===== src/rtl/muldiv_pkg.sv =====
// Shared types and op encoding for the iterative multiply/divide unit.
// MULDIV_DIV_EN enables the divider datapath in the unit that imports this.
package muldiv_pkg;

  localparam int DEFAULT_WIDTH = 32;

  localparam logic [1:0] OP_MUL   = 2'b00;
  localparam logic [1:0] OP_MULHU = 2'b01;
  localparam logic [1:0] OP_DIVU  = 2'b10;
  localparam logic [1:0] OP_REMU  = 2'b11;

  typedef enum logic [1:0] {
    IDLE,
    RUN,
    DONE
  } state_t;

  function automatic logic is_div(input logic [1:0] op);
    return (op == OP_DIVU) || (op == OP_REMU);
  endfunction

  // MULHU and REMU both return the upper accumulator register
  function automatic logic take_acc(input logic [1:0] op);
    return (op == OP_MULHU) || (op == OP_REMU);
  endfunction

endpackage


===== src/rtl/muldiv_step.sv =====
// One iteration: shift-add multiply or restoring divide step.
// The divide path exists only when MULDIV_DIV_EN is defined.
module muldiv_step
  import muldiv_pkg::*;
#(
  parameter int WIDTH = DEFAULT_WIDTH
) (
  input  logic             div,
  input  logic [WIDTH-1:0] acc,
  input  logic [WIDTH-1:0] low,
  input  logic [WIDTH-1:0] opnd,
  output logic [WIDTH-1:0] acc_n,
  output logic [WIDTH-1:0] low_n
);

  logic [WIDTH:0] sum;

  assign sum = {1'b0, acc} + {1'b0, (low[0] ? opnd : '0)};

`ifdef MULDIV_DIV_EN
  logic [WIDTH:0]   shl;
  logic [WIDTH+1:0] diff;
  logic             unused_bit;

  // WIDTH+1-bit partial remainder; diff MSB is the borrow
  assign shl        = {acc, low[WIDTH-1]};
  assign diff       = {1'b0, shl} - {2'b00, opnd};
  assign unused_bit = diff[WIDTH];

  always_comb begin
    acc_n = sum[WIDTH:1];
    low_n = {sum[0], low[WIDTH-1:1]};
    if (div) begin
      if (diff[WIDTH+1]) begin
        acc_n = shl[WIDTH-1:0];
        low_n = {low[WIDTH-2:0], 1'b0};
      end else begin
        acc_n = diff[WIDTH-1:0];
        low_n = {low[WIDTH-2:0], 1'b1};
      end
    end
  end
`else
  logic unused_div;

  assign unused_div = div;
  assign acc_n      = sum[WIDTH:1];
  assign low_n      = {sum[0], low[WIDTH-1:1]};
`endif

endmodule


===== src/rtl/muldiv_unit.sv =====
// Iterative unsigned MUL/MULHU/DIVU/REMU, one result bit per cycle.
// MULDIV_DIV_EN: when undefined, DIVU/REMU complete at once with 0.
module muldiv_unit
  import muldiv_pkg::*;
#(
  parameter int WIDTH         = DEFAULT_WIDTH,
  parameter int REG_ADDR_BITS = 4
) (
  input  logic                     clk,
  input  logic                     res,
  input  logic                     start,
  input  logic [1:0]               op,
  input  logic [REG_ADDR_BITS-1:0] rdIn,
  input  logic [WIDTH-1:0]         a,
  input  logic [WIDTH-1:0]         b,
  output logic                     busy,
  output logic                     done,
  output logic [REG_ADDR_BITS-1:0] rdOut,
  output logic [WIDTH-1:0]         result
);

  localparam int CW = (WIDTH > 1) ? $clog2(WIDTH) : 1;
  localparam logic [CW-1:0] LAST = CW'(WIDTH - 1);

  state_t state, state_n;

  logic [CW-1:0]            cnt;
  logic [1:0]               op_q;
  logic [REG_ADDR_BITS-1:0] rd_q;
  logic [WIDTH-1:0]         acc, low, opnd;
  logic [WIDTH-1:0]         acc_n, low_n;
  logic                     accept;

  assign accept = (state == IDLE) && start;
  assign busy   = (state != IDLE);
  assign done   = (state == DONE);

  muldiv_step #(.WIDTH(WIDTH)) u_step (
    .div   (is_div(op_q)),
    .acc   (acc),
    .low   (low),
    .opnd  (opnd),
    .acc_n (acc_n),
    .low_n (low_n)
  );

  always_comb begin
    state_n = state;
    unique case (state)
      IDLE: begin
        if (start) begin
`ifdef MULDIV_DIV_EN
          state_n = RUN;
`else
          state_n = is_div(op) ? DONE : RUN;
`endif
        end
      end
      RUN:     if (cnt == LAST) state_n = DONE;
      DONE:    state_n = IDLE;
      default: state_n = IDLE;
    endcase
  end

  always_ff @(posedge clk) begin
    if (res) begin
      state  <= IDLE;
      cnt    <= '0;
      op_q   <= '0;
      rd_q   <= '0;
      acc    <= '0;
      low    <= '0;
      opnd   <= '0;
      rdOut  <= '0;
      result <= '0;
    end else begin
      state <= state_n;
      if (accept) begin
        op_q <= op;
        rd_q <= rdIn;
        cnt  <= '0;
        acc  <= '0;
        // dividend shifts out of low; multiplier bits consumed from low
        low  <= is_div(op) ? a : b;
        opnd <= is_div(op) ? b : a;
        if (state_n == DONE) begin
          rdOut  <= rdIn;
          result <= '0;
        end
      end else if (state == RUN) begin
        acc <= acc_n;
        low <= low_n;
        cnt <= cnt + 1'b1;
        if (cnt == LAST) begin
          rdOut  <= rd_q;
          result <= take_acc(op_q) ? acc_n : low_n;
        end
      end
    end
  end

endmodule


===== config.mk =====
export PLATFORM = sky130hd
export DESIGN_NAME = muldiv_unit
export DESIGN_NICKNAME = d
export VERILOG_FILES = /design/src/rtl/muldiv_pkg.sv /design/src/rtl/muldiv_step.sv /design/src/rtl/muldiv_unit.sv
export SDC_FILE = /design/constraint.sdc
export NUM_CORES = 1
export LEC_CHECK = 0
export CORE_MARGIN = 3
export CORE_UTILIZATION = 56
export CTS_CLUSTER_DIAMETER = 60
export DETAILED_ROUTE_END_ITERATION = 10
export HOLD_SLACK_MARGIN = 0.08
export PLACE_DENSITY_LB_ADDON = 0.2
export SETUP_SLACK_MARGIN = 0.05
export SLEW_MARGIN = 40
export SYNTH_ARGS = -nofsm -noshare
export SYNTH_HDL_FRONTEND = slang
export SYNTH_SLANG_ARGS = --single-unit

===== constraint.sdc =====
create_clock -name clk -period 3.6 [get_ports clk]
set_input_delay 0.9 -clock clk [delete_from_list [all_inputs] [get_ports clk]]
set_output_delay 0.9 -clock clk [all_outputs]
set_load 0.005 [all_outputs]

==> results.py <==
metrics = {
    "outcome": {
        "status": "finished, final reports clean",
    },
    "clocking": {
        "hold_buffers": 0,
        "cts_tree": "done",
        "cts-htree-levels": 4,
        "cts_setup_buffers": 0,
        "cts_buffer_depth": 2,
        "clockRootBuffer": "clkbuf_16",
        "cts_buffers": 17,
        "cts_sinks": 144,
        "clkTransAtPathRegs_ns": 0.06,
        "clock_latency_ns": 0.42,
    },
    "yosys": {
        "synth.top_cell.area_share": 0.3585,
        "synth-edff-count": 0,
        "synth_cells": 972,
        "yosys_warnings": 0,
        "synth_most_common_cell": "nor2_1",
        "avgSynthCellArea_um2": 8.272,
        "synth-main-ff-cell": "dfxtp_1",
        "synth.largest_area_cell": "dfxtp_1",
        "synth_area_leaders": "dfxtp_1 36%, mux2i_1 10%, nor2_1 7.2%",
        "syn-num-nets": 1080,
        "synth_commonest_cells": "154 x nor2_1, 144 x dfxtp_1, 83 x nand2_1",
        "synth_cell_type_count": 56,
        "seq_area_frac_synth": 0.3585,
        "async_flop_share": 0,
        "ys_ff_latch": 144,
        "syn_area_um2": 8040,
    },
    "pwr": {
        "p_int_w": 0.003052,
        "switching_share": 0.2486,
        "switching_power_w": 0.001010,
        "combinationalPowerShare": 0.135,
        "power_w": 0.004061,
        "cellPowerDensity_nw_per_um2": 412.7,
        "irDropWorstVdd_uv": 324.8,
        "power.leakage_nw": 3.934,
        "power_frac_clock": 0.440,
        "seqPwrFrac": 0.425,
    },
    "setup_path": {
        "crit_path_start": "low[0]$_SDFFE_PP0P_",
        "r2r-start": "low[0]$_SDFFE_PP0P_",
        "crit_fanout": 15,
        "worst_setup_path_start_kind": "flop",
        "critPathArrivalTime_ns": 3.49,
        "cp_data_required_time_ns": 3.97,
        "critPathCaptureType": "flop",
        "worst-setup-path-type": "reg -> reg",
    },
    "sta": {
        "rsz0062_at_grt": "false",
        "final_hold_viol_count": 0,
        "drv_slew": 0,
        "tightest_slew_ns": 0.8109,
        "fmax_ghz": 0.3199,
        "clock_skew_ns": 0.005208,
        "fin_crit_sh": 0.8684,
        "relSlewSlack": 0.4594,
        "post-route-min-period_ns": 3.126,
        "setup_tns_ns": 0,
        "finalSetupViolations": 0,
    },
    "floorplanning": {
        "fp.dieW_um": 125.8,
        "dieArea_um2": 15830,
        "core-area_um2": 13990,
        "ios": 111,
        "initial_core_util": 0.5748,
        "die_y_um": 125.8,
        "rows": 43,
    },
    "layout": {
        "n_antenna_cell": 0,
        "final_nets": 1159,
        "area_growth_pct": 22.41,
        "nFillCells": 1168,
        "regArea_um2": 2884,
        "multi_input_area_um2": 4835,
        "drive_gt1_frac": 0.06397,
    },
    "grt": {
        "gr-total-overflow": 0,
        "grt_pass1_vias": 7032,
        "grt.total_usage": 0.2685,
        "grt_max_degree": 73,
        "grt_pass1_wl_mm": 34.92,
        "antenna_found_initial": 0,
        "busiest_layer": "met2",
        "grt_use_met1": 0.3570,
        "met2_usage": 0.4383,
        "grtUsageMet3": 0.05640,
    },
    "hold_path": {
        "min_from": "cnt[4]$_SDFFE_PP0P_",
        "hold_path.class": "reg -> reg",
    },
    "route": {
        "drt_iter0_markers": 718,
        "viasPerCell": 6.031,
        "wl_per_cell_um": 17.27,
        "detail-route-antenna-nets": 0,
        "drc": 0,
        "first_pass_iters": 5,
        "drt_wl_total_mm": 21.47,
        "vias": 7496,
    },
    "placement": {
        "place.gp.congestion": 0.8965,
        "dpl.hpwl_mm": 14.82,
        "port_buffers": 110,
    },
    "job": {
        "drv_cap": 0,
    },
}
layout make-up:
type                       instances  area share
sequential                       144      0.2930
multi-input combinational        746      0.4912
tap                              180     0.02288
clock buffer                      25     0.04933
clock inverter                     6     0.01068
timing repair buffer             131      0.1287
inverter                          11    0.004195
logic make-up (layout without fill, tap and decap cells):
group                    after synthesis  count (layout)  share of synthesized area
multiplexers                          87              87                     0.1092
buffers and inverters                 82             173                    0.04186
AND/OR/NAND/NOR                      347             347                     0.1922
adder cells (fa/ha/maj)               35              35                    0.05540
AO/OA/AOI/OAI                        249             249                     0.2123
XOR/XNOR                              28              28                    0.03050
flip-flops                           144             144                     0.3585
worst max-delay path, cell delays in order, from the launching register on:
cell	delay (ns)
dfxtp_2	0.39
buf_4	0.19
and2_1	0.15
ha_1	0.38
a211oi_2	0.24
nor2_1	0.09
o41a_1	0.36
o41ai_2	0.33
and2_1	0.36
o21ai_2	0.13
or3_1	0.36
nand3_1	0.08
layout by cell type (no fill, tap or decap), drive strengths merged, types with 9 or more instances in the layout:
cell type	instances
nand2	84
buf	23
dfxtp	144
ha	34
a22oi	11
xnor2	19
mux2i	81
inv	11
clkdlybuf4s50	108
a221oi	33
nor3	11
and2	39
a21o	10
a21oi	68
clkbuf	25
a31oi	9
nand3	23
a211oi	54
o21ai	33
nor2	155
xor2	9
what timing repair did:
action                                  CTS  global route
endpoints found under the hold margin     0             0
endpoints found under the setup margin    0             1
gates resized for setup                   0             1
power groups by stage:
stage / Combinational (W) / Clock (W) / Sequential (W)
CTS: 0.000544 / 0.00179 / 0.00173
floorplan: 0.000344 / 0 / 0.00174
global route: 0.000598 / 0.00186 / 0.00174
finish: 0.000546 / 0.00179 / 0.00173
detailed placement: 0.000539 / 0 / 0.00176
global placement: 0.000527 / 0 / 0.00176
per-layer routing:
metal | vias to the layer above | part of all wire | wire (um)
li1 | 3690 | - | -
met1 | 3497 | 0.45 | 9565
met2 | 270 | 0.47 | 10020
met3 | 39 | 0.070 | 1505
met4 | 0 | 0.018 | 379
met5 | - | 0 | 0
final timing paths:
| kind | to | slack, ns | cells past startpoint |
|---|---|---|---|
| min reg2reg | cnt[4]$_SDFFE_PP0P_ | 0.46 | 2 |
| min | cnt[4]$_SDFFE_PP0P_ | 0.46 | 2 |
| max reg2reg | acc[28]$_SDFFE_PP0P_ | 0.47 | 11 |
| max | acc[28]$_SDFFE_PP0P_ | 0.47 | 11 |
per-stage QoR:
stage | setup slack (ns) | utilization | cell area, um2 | std cells | hold slack (ns)
2_1_floorplan | 0.7879 | - | 8040 | 972 | 0.4345
3_3_place_gp | 0.3982 | 0.6611 | 9248 | 1212 | 0.4451
3_5_place_dp | 0.3786 | 0.6613 | 9250 | 1212 | 0.4516
4_1_cts | 0.3283 | 0.7035 | 9841 | 1243 | 0.4613
5_1_grt | 0.2129 | 0.7036 | 9842 | 1243 | 0.4792
6_report | 0.4738 | 0.7036 | 9842 | 1243 | 0.4604
sequential cells by signal, indices dropped and copies added, names as in the netlist:
register,flops
rdOut,4
opnd,32
op_q,1
state,2
acc,32
result,32
low,32
cnt,5
rd_q,4
No activity file was read; power rests on OpenSTA's default activity.
